File: src/rtl/alu_pkg.sv
// Shared definitions for the ALU sequencer slice.
//   ALU_W        : ALU data width
//   ALU_ADD..OR  : 3-bit ALU command encodings
//   ST_*         : sequencer FSM state encoding
package alu_pkg;

    localparam int ALU_W = 32;

    localparam logic [2:0] ALU_ADD  = 3'd0;
    localparam logic [2:0] ALU_SUB  = 3'd1;
    localparam logic [2:0] ALU_XOR  = 3'd2;
    localparam logic [2:0] ALU_SLT  = 3'd3;
    localparam logic [2:0] ALU_AND  = 3'd4;
    localparam logic [2:0] ALU_NAND = 3'd5;
    localparam logic [2:0] ALU_NOR  = 3'd6;
    localparam logic [2:0] ALU_OR   = 3'd7;

    localparam logic [1:0] ST_IDLE   = 2'd0;
    localparam logic [1:0] ST_SETTLE = 2'd1;
    localparam logic [1:0] ST_RESP   = 2'd2;

endpackage

File: src/rtl/alu_sequencer_if.sv
// Request/response handshake bundle between a controller and the sequencer.
//   req_valid/req_ready  : request handshake, carries req_a, req_b, req_cmd
//   resp_valid/resp_ready: response handshake, carries result, flags, cmd
// master = requesting controller, slave = alu_sequencer.
interface alu_sequencer_if;
    import alu_pkg::*;

    logic             req_valid;
    logic             req_ready;
    logic [ALU_W-1:0] req_a;
    logic [ALU_W-1:0] req_b;
    logic [2:0]       req_cmd;

    logic             resp_valid;
    logic             resp_ready;
    logic [ALU_W-1:0] resp_result;
    logic             resp_carryout;
    logic             resp_zero;
    logic             resp_overflow;
    logic [2:0]       resp_cmd;

    modport master (
        output req_valid, req_a, req_b, req_cmd, resp_ready,
        input  req_ready, resp_valid, resp_result, resp_carryout,
               resp_zero, resp_overflow, resp_cmd
    );

    modport slave (
        input  req_valid, req_a, req_b, req_cmd, resp_ready,
        output req_ready, resp_valid, resp_result, resp_carryout,
               resp_zero, resp_overflow, resp_cmd
    );

endinterface

File: src/rtl/alu_sequencer_settle_timer.sv
// settle_timer: loadable down-counter that marks the end of the ALU settle
// interval.
//   clk, rst_n : clock, async active-low reset
//   load       : reload with SETTLE_CYCLES-1
//   en         : decrement while nonzero
//   zero       : counter has reached 0
module settle_timer #(
    parameter int SETTLE_CYCLES = 4
) (
    input  logic clk,
    input  logic rst_n,
    input  logic load,
    input  logic en,
    output logic zero
);

    // SETTLE_CYCLES-1 always fits in clog2(SETTLE_CYCLES) bits; keep at
    // least one bit so SETTLE_CYCLES=1 still elaborates.
    localparam int CW = (SETTLE_CYCLES > 1) ? $clog2(SETTLE_CYCLES) : 1;
    localparam logic [CW-1:0] LOAD_VAL = CW'(SETTLE_CYCLES - 1);

    logic [CW-1:0] cnt;

    always_ff @(posedge clk or negedge rst_n) begin
        if (!rst_n)
            cnt <= '0;
        else if (load)
            cnt <= LOAD_VAL;
        else if (en && cnt != '0)
            cnt <= cnt - CW'(1);
    end

    assign zero = (cnt == '0);

endmodule

File: src/rtl/alu_sequencer.sv
// alu_sequencer: registers a request into stable ALU operands, waits
// SETTLE_CYCLES edges for the combinational ALU to settle, captures the
// result and flags, and returns them over a response handshake.
//   clk, rst_n          : clock, async active-low reset
//   bus (slave)         : request/response handshakes
//   alu_operandA/B, alu_command : registered drive into the ALU
//   alu_result, alu_carryout/zero/overflow : ALU outputs
//   txn_count           : completed response handshakes, wrapping
module alu_sequencer
    import alu_pkg::*;
#(
    parameter int SETTLE_CYCLES = 4,
    parameter int CNT_W         = 16
) (
    input  logic             clk,
    input  logic             rst_n,
    alu_sequencer_if.slave   bus,
    output logic [ALU_W-1:0] alu_operandA,
    output logic [ALU_W-1:0] alu_operandB,
    output logic [2:0]       alu_command,
    input  logic [ALU_W-1:0] alu_result,
    input  logic             alu_carryout,
    input  logic             alu_zero,
    input  logic             alu_overflow,
    output logic [CNT_W-1:0] txn_count
);

    logic [1:0]       state;
    logic             accept;
    logic             resp_done;
    logic             timer_zero;
    logic [ALU_W-1:0] res_q;
    logic             co_q, zf_q, ov_q;
    logic [2:0]       cmd_q;

    // Ready/valid derive purely from state, so they can never both be high.
    assign bus.req_ready  = (state == ST_IDLE);
    assign bus.resp_valid = (state == ST_RESP);
    assign accept         = bus.req_valid && bus.req_ready;
    assign resp_done      = bus.resp_valid && bus.resp_ready;

    settle_timer #(.SETTLE_CYCLES(SETTLE_CYCLES)) u_timer (
        .clk   (clk),
        .rst_n (rst_n),
        .load  (accept),
        .en    (state == ST_SETTLE),
        .zero  (timer_zero)
    );

    always_ff @(posedge clk or negedge rst_n) begin
        if (!rst_n) begin
            state        <= ST_IDLE;
            alu_operandA <= '0;
            alu_operandB <= '0;
            alu_command  <= ALU_ADD;
            res_q        <= '0;
            co_q         <= 1'b0;
            zf_q         <= 1'b0;
            ov_q         <= 1'b0;
            cmd_q        <= ALU_ADD;
            txn_count    <= '0;
        end else begin
            case (state)
                ST_IDLE: begin
                    // ALU inputs only move here, keeping them glitch-free
                    // for the whole settle interval.
                    if (accept) begin
                        alu_operandA <= bus.req_a;
                        alu_operandB <= bus.req_b;
                        alu_command  <= bus.req_cmd;
                        state        <= ST_SETTLE;
                    end
                end
                ST_SETTLE: begin
                    if (timer_zero) begin
                        res_q <= alu_result;
                        co_q  <= alu_carryout;
                        zf_q  <= alu_zero;
                        ov_q  <= alu_overflow;
                        cmd_q <= alu_command;
                        state <= ST_RESP;
                    end
                end
                ST_RESP: begin
                    if (resp_done) begin
                        txn_count <= txn_count + CNT_W'(1);
                        state     <= ST_IDLE;
                    end
                end
                default: state <= ST_IDLE;
            endcase
        end
    end

    assign bus.resp_result   = res_q;
    assign bus.resp_carryout = co_q;
    assign bus.resp_zero     = zf_q;
    assign bus.resp_overflow = ov_q;
    assign bus.resp_cmd      = cmd_q;

endmodule

File: src/flat_wrapper.sv
// flat-port wrapper written by rule: the top's interface ports become plain ports
module alu_sequencer_flat import alu_pkg::*;
#(
    parameter int SETTLE_CYCLES = 4,
    parameter int CNT_W         = 16
)
  (clk, rst_n, alu_operandA, alu_operandB, alu_command, alu_result, alu_carryout, alu_zero, alu_overflow, txn_count, bus_req_valid, bus_req_a, bus_req_b, bus_req_cmd, bus_resp_ready, bus_req_ready, bus_resp_valid, bus_resp_result, bus_resp_carryout, bus_resp_zero, bus_resp_overflow, bus_resp_cmd);
  alu_sequencer_if bus_i ();
  input  logic clk;
  input  logic rst_n;
  output logic [ALU_W-1:0] alu_operandA;
  output logic [ALU_W-1:0] alu_operandB;
  output logic [2:0] alu_command;
  input  logic [ALU_W-1:0] alu_result;
  input  logic alu_carryout;
  input  logic alu_zero;
  input  logic alu_overflow;
  output logic [CNT_W-1:0] txn_count;
  input wire logic [$bits(bus_i.req_valid)-1:0] bus_req_valid;
  input wire logic [$bits(bus_i.req_a)-1:0] bus_req_a;
  input wire logic [$bits(bus_i.req_b)-1:0] bus_req_b;
  input wire logic [$bits(bus_i.req_cmd)-1:0] bus_req_cmd;
  input wire logic [$bits(bus_i.resp_ready)-1:0] bus_resp_ready;
  output wire logic [$bits(bus_i.req_ready)-1:0] bus_req_ready;
  output wire logic [$bits(bus_i.resp_valid)-1:0] bus_resp_valid;
  output wire logic [$bits(bus_i.resp_result)-1:0] bus_resp_result;
  output wire logic [$bits(bus_i.resp_carryout)-1:0] bus_resp_carryout;
  output wire logic [$bits(bus_i.resp_zero)-1:0] bus_resp_zero;
  output wire logic [$bits(bus_i.resp_overflow)-1:0] bus_resp_overflow;
  output wire logic [$bits(bus_i.resp_cmd)-1:0] bus_resp_cmd;
  assign bus_i.req_valid = bus_req_valid;
  assign bus_i.req_a = bus_req_a;
  assign bus_i.req_b = bus_req_b;
  assign bus_i.req_cmd = bus_req_cmd;
  assign bus_i.resp_ready = bus_resp_ready;
  assign bus_req_ready = bus_i.req_ready;
  assign bus_resp_valid = bus_i.resp_valid;
  assign bus_resp_result = bus_i.resp_result;
  assign bus_resp_carryout = bus_i.resp_carryout;
  assign bus_resp_zero = bus_i.resp_zero;
  assign bus_resp_overflow = bus_i.resp_overflow;
  assign bus_resp_cmd = bus_i.resp_cmd;
  alu_sequencer #(.SETTLE_CYCLES(SETTLE_CYCLES), .CNT_W(CNT_W)) u_core (.clk(clk), .rst_n(rst_n), .bus(bus_i), .alu_operandA(alu_operandA), .alu_operandB(alu_operandB), .alu_command(alu_command), .alu_result(alu_result), .alu_carryout(alu_carryout), .alu_zero(alu_zero), .alu_overflow(alu_overflow), .txn_count(txn_count));
endmodule
File: config.mk
export PLATFORM = sky130hd
export DESIGN_NAME = alu_sequencer_flat
export DESIGN_NICKNAME = d
export VERILOG_FILES = /design/src/rtl/alu_pkg.sv /design/src/rtl/alu_sequencer_if.sv /design/src/rtl/alu_sequencer_settle_timer.sv /design/src/rtl/alu_sequencer.sv /design/src/flat_wrapper.sv
export SDC_FILE = /design/constraint.sdc
export NUM_CORES = 1
export LEC_CHECK = 0
export ABC_AREA = 1
export CORE_MARGIN = 2
export CORE_UTILIZATION = 32
export CTS_CLUSTER_SIZE = 8
export DETAILED_ROUTE_END_ITERATION = 12
export HOLD_SLACK_MARGIN = 0.05
export REMOVE_ABC_BUFFERS = 1
export SLEW_MARGIN = 20
export SYNTH_ARGS = -nofsm -noshare
export SYNTH_HDL_FRONTEND = slang
export SYNTH_SLANG_ARGS = --single-unit
export TNS_END_PERCENT = 10
File: constraint.sdc
create_clock -name clk -period 1.56 [get_ports clk]
set_input_delay 0.312 -clock clk [delete_from_list [all_inputs] [get_ports clk]]
set_output_delay 0.312 -clock clk [all_outputs]
set_load 0.05 [all_outputs]
==> results.py, run 1 <==
metrics = {
    "outcome": {
        "status": "completed",
    },
    "critical_path": {
        "critical_path.max_fanout": 3,
        "rr_worst_depth": 5,
        "reg2reg_to": "u_core.bus.resp_result[29]$_DFFE_PN0P_",
        "worstPathArrival_ps": 1190,
        "end_kind": "output pin",
        "r2r_start": "u_core.u_timer.cnt[0]$_DFFE_PN0P_",
        "regToRegSetupSlack_ps": 120,
        "crit_required_ps": 1250,
        "start_kind": "register",
        "critPathKind": "reg -> out",
    },
    "timing": {
        "period_needed_ps": 1500,
        "worst_pin_slew_ps": 290,
        "finClkSkew_ps": 7.58,
        "timing.hold.ws_ps": 268,
        "min_period_over_period_pct": 96.3,
        "relSlewSlack_pct": 80.5,
        "finalWorstSetupSlack_ps": 58.3,
        "rsz0062_at_grt": "no",
        "tns_ps": 0,
        "setup-violations-final": 0,
        "max_clock_freq_mhz": 666,
        "hold_viol": 0,
        "report.final.slew_viol_count": 0,
    },
    "flow_run": {
        "cap_violations": 0,
    },
    "cells_and_area": {
        "drive_gt1_share_pct": 45.4,
        "nets": 721,
        "antenna_cells": 0,
        "final_cell_area_um2": 9260,
        "regArea_um2": 3130,
        "syn2layout_area_growth_pct": 74.2,
        "final_core_util_pct": 56.4,
        "fillerInstances": 1302,
        "multi_input_area_um2": 1980,
    },
    "synthesis": {
        "synthCells": 355,
        "yosysWarnings": 0,
        "syn_area_um2": 5310,
        "synth-seq-cells": 125,
        "avgSynthCellArea_um2": 15.0,
        "synth.distinct_cells": 26,
        "yosysSeqAreaShare_pct": 58.9,
    },
    "placement": {
        "dpl.hpwl_um": 9850,
        "place_area_um2": 8610,
        "io_buffers": 228,
        "gp_congestion": 0.778,
        "dp_worst_setup_slack_ps": -72.8,
    },
    "detailed_routing": {
        "routed_wirelength_um": 13200,
        "drt_iter0_drc": 127,
        "via_count": 3642,
        "drc": 0,
        "first_pass_iters": 4,
        "avgRoutedWirePerCell_um": 15.6,
        "viasPerCell": 4.31,
        "ant_nets": 0,
    },
    "floorplan": {
        "rows": 47,
        "dieArea_um2": 17600,
        "initial_core_util_pct": 32.4,
        "dieWidth_um": 133,
        "io_pins": 229,
        "core_area_um2": 16400,
        "die_y_um": 133,
    },
    "hold_path": {
        "hold_class": "in -> async",
    },
    "clock_network": {
        "clk_latency_ps": 410,
        "clock_sinks": 125,
        "cts_made_buffers": 17,
        "path_clk_slew_ps": 60,
        "cts.htree.levels": 4,
        "clockRootBuffer": "clkbuf_16",
        "cts_buffer_depth": 2,
        "cts_tree": "built",
    },
    "global_routing": {
        "grt-ovfl-total": 0,
        "grt_pass1_vias": 3987,
        "grt_pass1_wl_um": 21200,
        "grt_max_degree": 56,
        "grt_usage_pct": 15.4,
        "antenna_found_initial": 0,
    },
    "pwr": {
        "clock_power_share_pct": 16.6,
        "p_sw_share_pct": 41.8,
        "power.density_nw_per_um2": 2630,
        "p_sw_mw": 10.2,
        "max-vdd-ir-drop_mv": 1.60,
        "power_leakage_nw": 4.40,
        "p_comb_share_pct": 57.9,
        "seq_power_share_pct": 25.5,
        "p_int_mw": 14.1,
    },
}
-- power by group through the flow --
stage,sequential [mW],clock (mW),combinational (mW)
final,6.20,4.04,14.1
after global routing,6.39,4.32,14.6
after CTS,6.22,4.14,14.2
after detailed placement,6.22,0,14.1
after global placement,6.17,0,14.0
after floorplan,10.7,0,3.29
-- metrics by stage --
step / cells / power (mW)
2_1_floorplan: 344 / 14.0
3_3_place_gp: 810 / 20.1
3_5_place_dp: 810 / 20.3
4_1_cts: 845 / 24.6
5_1_grt: 845 / 25.3
6_report: 845 / 24.3
-- how the worst max path moves through the flow --
stage                                           start                                   to  slack (ps)  cells past startpoint
after floorplan           u_core.state[0]$_DFFE_PN0P_  u_core.alu_operandB[30]$_DFFE_PN0P_        -460                      3
after global placement                  bus_req_valid  u_core.alu_operandB[31]$_DFFE_PN0P_         -60                      4
after detailed placement                bus_req_valid   u_core.alu_operandA[8]$_DFFE_PN0P_         -70                      4
after CTS                 u_core.state[1]$_DFFE_PN0P_                        bus_req_ready          30                      2
after global routing      u_core.state[1]$_DFFE_PN0P_                        bus_req_ready         0.3                      2
final                     u_core.state[1]$_DFFE_PN0P_                        bus_req_ready          60                      2
-- layout by cell type, fill, tap and decap left out, types with 5 or more instances in the layout --
cell | Yosys | routed
dfrtp_1 | 125 | 123
clkdlybuf4s50_1 | 0 | 104
mux2_4 | 83 | 83
buf_12 | 0 | 83
buf_4 | 0 | 61
nand2_1 | 36 | 36
inv_1 | 22 | 22
clkbuf_16 | 0 | 17
mux2_2 | 16 | 16
nor2_1 | 12 | 12
nand3_1 | 11 | 11
xor2_1 | 6 | 6
clkinvlp_4 | 0 | 5
-- layout make-up --
class	instances	share of cell area [%]
clock inverter	10	1.49
multi-input combinational	196	21.4
tap	220	2.97
inverter	23	0.960
clock buffer	22	5.12
timing repair buffer	249	34.3
sequential	125	33.8
-- cells by family (layout without fill, tap and decap cells) --
family                     Yosys count  in the layout  synth area share, %
AOI/OAI and AO/OA                    9              9                0.942
xor gates and xnor gates            10             10                 1.65
adders and majority gates            3              3                0.707
buffers and inverters               34            304                 3.96
DFF                                125            125                 58.9
muxes                              100            100                 27.1
and+or+nand+nor                     74             74                 6.81
-- cell usage after synthesis, drive strengths merged --
library cell / n / area [um^2]
o21ai: 4 / 20.0
mux2: 100 / 1440
o31ai: 1 / 7.51
nor3: 3 / 15.0
nand2: 37 / 146
nand3: 13 / 82.6
inv: 23 / 86.3
xor2: 6 / 52.6
nor2: 17 / 91.3
ha: 3 / 37.5
a21oi: 3 / 15.0
dfrtp: 125 / 3130
xnor2: 4 / 35.0
nand3b: 1 / 7.51
buf: 11 / 124
nand4: 3 / 18.8
o211ai: 1 / 7.51
-- critical path, stage by stage, from the launching register on --
cell     delay [ps]
dfrtp_2         450
nor2_4          180
buf_12          150
-- flip-flops by register name (all words and copies together) (netlist names) --
signal                    cells
u_core.alu_command            3
u_core.alu_operandA          32
u_core.alu_operandB          32
u_core.bus.resp_carryout      1
u_core.bus.resp_cmd           3
u_core.bus.resp_overflow      1
u_core.bus.resp_result       32
u_core.bus.resp_zero          1
u_core.state                  2
u_core.txn_count             16
u_core.u_timer.cnt            2
-- layer usage --
metal / GRT usage (%) / share of wire, %
met2: 24.2 / 48
met1: 17.9 / 39
met4: 4.06 / 0.99
met3: 9.43 / 11
met5: 0 / 0
-- timing repair --
action,CTS,global route
endpoints found under the setup margin,1,0
hold buffers,1,0
endpoints found under the hold margin,125,0
gates resized for setup,4,0
setup buffers,3,0
Power figures use the tool's default switching activity.
==> run 2: changes to the inputs <==
Settings changed: CORE_MARGIN 2 to 1, GPL_ROUTABILITY_DRIVEN set to 1, SKIP_CTS_REPAIR_TIMING set to 1.
==> results.py, run 2 (synthesized netlist as in run 1, its figures left out) <==
metrics = {
    "outcome": {
        "status": "completed",
    },
    "timing": {
        "worst_pin_slew_ps": 452,
        "max_clock_freq_mhz": 665,
        "finalWorstSetupSlack_ps": 57.3,
        "tns_ps": 0,
        "report.final.slew_viol_count": 0,
        "period_needed_ps": 1500,
        "finClkSkew_ps": 7.21,
        "setup-violations-final": 0,
        "hold_viol": 0,
        "timing.hold.ws_ps": 398,
        "min_period_over_period_pct": 96.3,
        "rsz0062_at_grt": "no",
        "relSlewSlack_pct": 69.9,
    },
    "cells_and_area": {
        "final_core_util_pct": 57.3,
        "fillerInstances": 1256,
        "nets": 720,
        "antenna_cells": 0,
        "drive_gt1_share_pct": 45.3,
        "layout_commonest_cell": "dfrtp_1",
        "final_cell_mix": "dfrtp_1 (123), clkdlybuf4s50_1 (104), mux2_4 (83)",
        "syn2layout_area_growth_pct": 73.2,
        "final_cell_area_um2": 9200,
    },
    "critical_path": {
        "end_kind": "output pin",
        "critical_path.max_fanout": 3,
        "crit_required_ps": 1250,
        "regToRegSetupSlack_ps": 80,
        "rr_worst_depth": 5,
        "critPathLaunch": "u_core.state[1]$_DFFE_PN0P_",
        "r2r_start": "u_core.u_timer.cnt[0]$_DFFE_PN0P_",
        "critPathKind": "reg -> out",
        "worstPathArrival_ps": 1190,
        "start_kind": "register",
        "reg2reg_to": "u_core.bus.resp_result[25]$_DFFE_PN0P_",
    },
    "placement": {
        "dp_worst_setup_slack_ps": -85.0,
        "gp_congestion": 0.768,
        "dpl.hpwl_um": 10000,
        "place_area_um2": 8580,
        "io_buffers": 228,
    },
    "floorplan": {
        "rows": 46,
        "die_y_um": 131,
        "initial_core_util_pct": 33.1,
        "dieArea_um2": 17100,
        "io_pins": 229,
        "dieWidth_um": 131,
        "core_area_um2": 16100,
    },
    "detailed_routing": {
        "avgRoutedWirePerCell_um": 15.8,
        "wl_met2_um": 6710,
        "routed_wirelength_um": 13300,
        "first_pass_iters": 4,
        "via_count": 3637,
        "dr_wl_met3_um": 1130,
        "m1WireLength_um": 5240,
        "drc": 0,
        "drt_iter0_drc": 137,
        "top_layer": "met4",
        "viasPerCell": 4.34,
        "ant_nets": 0,
    },
    "global_routing": {
        "grt-ovfl-total": 0,
        "grt_usage_pct": 15.9,
        "grt_pass1_wl_um": 20200,
        "grt_max_degree": 34,
        "antenna_found_initial": 0,
        "grt_pass1_vias": 3828,
    },
    "clock_network": {
        "cts_buffer_depth": 2,
        "clock_sinks": 125,
        "cts.htree.levels": 4,
        "cts_made_buffers": 17,
        "clockRootBuffer": "clkbuf_16",
        "clk_latency_ps": 410,
        "cts_tree": "built",
        "path_clk_slew_ps": 50,
    },
    "pwr": {
        "seq_power_share_pct": 25.6,
        "clock_power_share_pct": 15.9,
        "max-vdd-ir-drop_mv": 1.43,
        "p_int_mw": 13.9,
        "p_comb_share_pct": 58.4,
        "p_sw_mw": 10.1,
        "power_leakage_nw": 4.39,
        "power.density_nw_per_um2": 2610,
        "p_sw_share_pct": 42.0,
    },
    "flow_run": {
        "cap_violations": 0,
    },
    "hold_path": {
        "hold_class": "in -> async",
    },
}
run 2: power groups by stage:
stage               registers, mW  clock network [mW]  logic, mW
floorplan                    10.7                   0       3.29
global placement             6.14                   0       14.0
detailed placement           6.19                   0       14.1
CTS                          6.18                3.93       14.1
global route                 6.35                4.08       14.6
finish                       6.16                3.83       14.0
run 2: final cells by class:
class	instances	area (um^2)	area share, %
clock buffers	25	526	5.71
clock inverters	5	55.1	0.598
inverters	23	88.8	0.966
multi-input cells	196	1980	21.5
flip-flops and latches	125	3130	34.0
well taps	216	270	2.94
repair buffers	248	3150	34.2
run 2: metal layers:
| layer | up-vias | track usage (%) |
|---|---|---|
| met5 | - | 0 |
| met4 | 0 | 5.75 |
| met3 | 14 | 7.41 |
| met2 | 141 | 25.9 |
| met1 | 1776 | 18.3 |
| li1 | 1706 | - |
run 2: per-stage QoR:
step	instances	power (mW)
floorplan	344	14.0
global route	838	25.0
detailed placement	805	20.3
CTS	835	24.2
global placement	805	20.1
finish	838	24.0
run 2: critical path, stage by stage, from the launching register on:
cell,delay [ps]
dfrtp_2,440
nor2_4,190
buf_12,160
run 2: worst max path at each step:
stage	to	slack, ps	depth (start not counted)
3_3_place_gp	u_core.alu_operandA[7]$_DFFE_PN0P_	-70	4
5_1_grt	bus_req_ready	7	2
3_5_place_dp	u_core.alu_operandA[6]$_DFFE_PN0P_	-90	4
6_report	bus_req_ready	60	2
2_1_floorplan	u_core.alu_operandB[30]$_DFFE_PN0P_	-460	3
4_1_cts	bus_resp_valid	-110	4
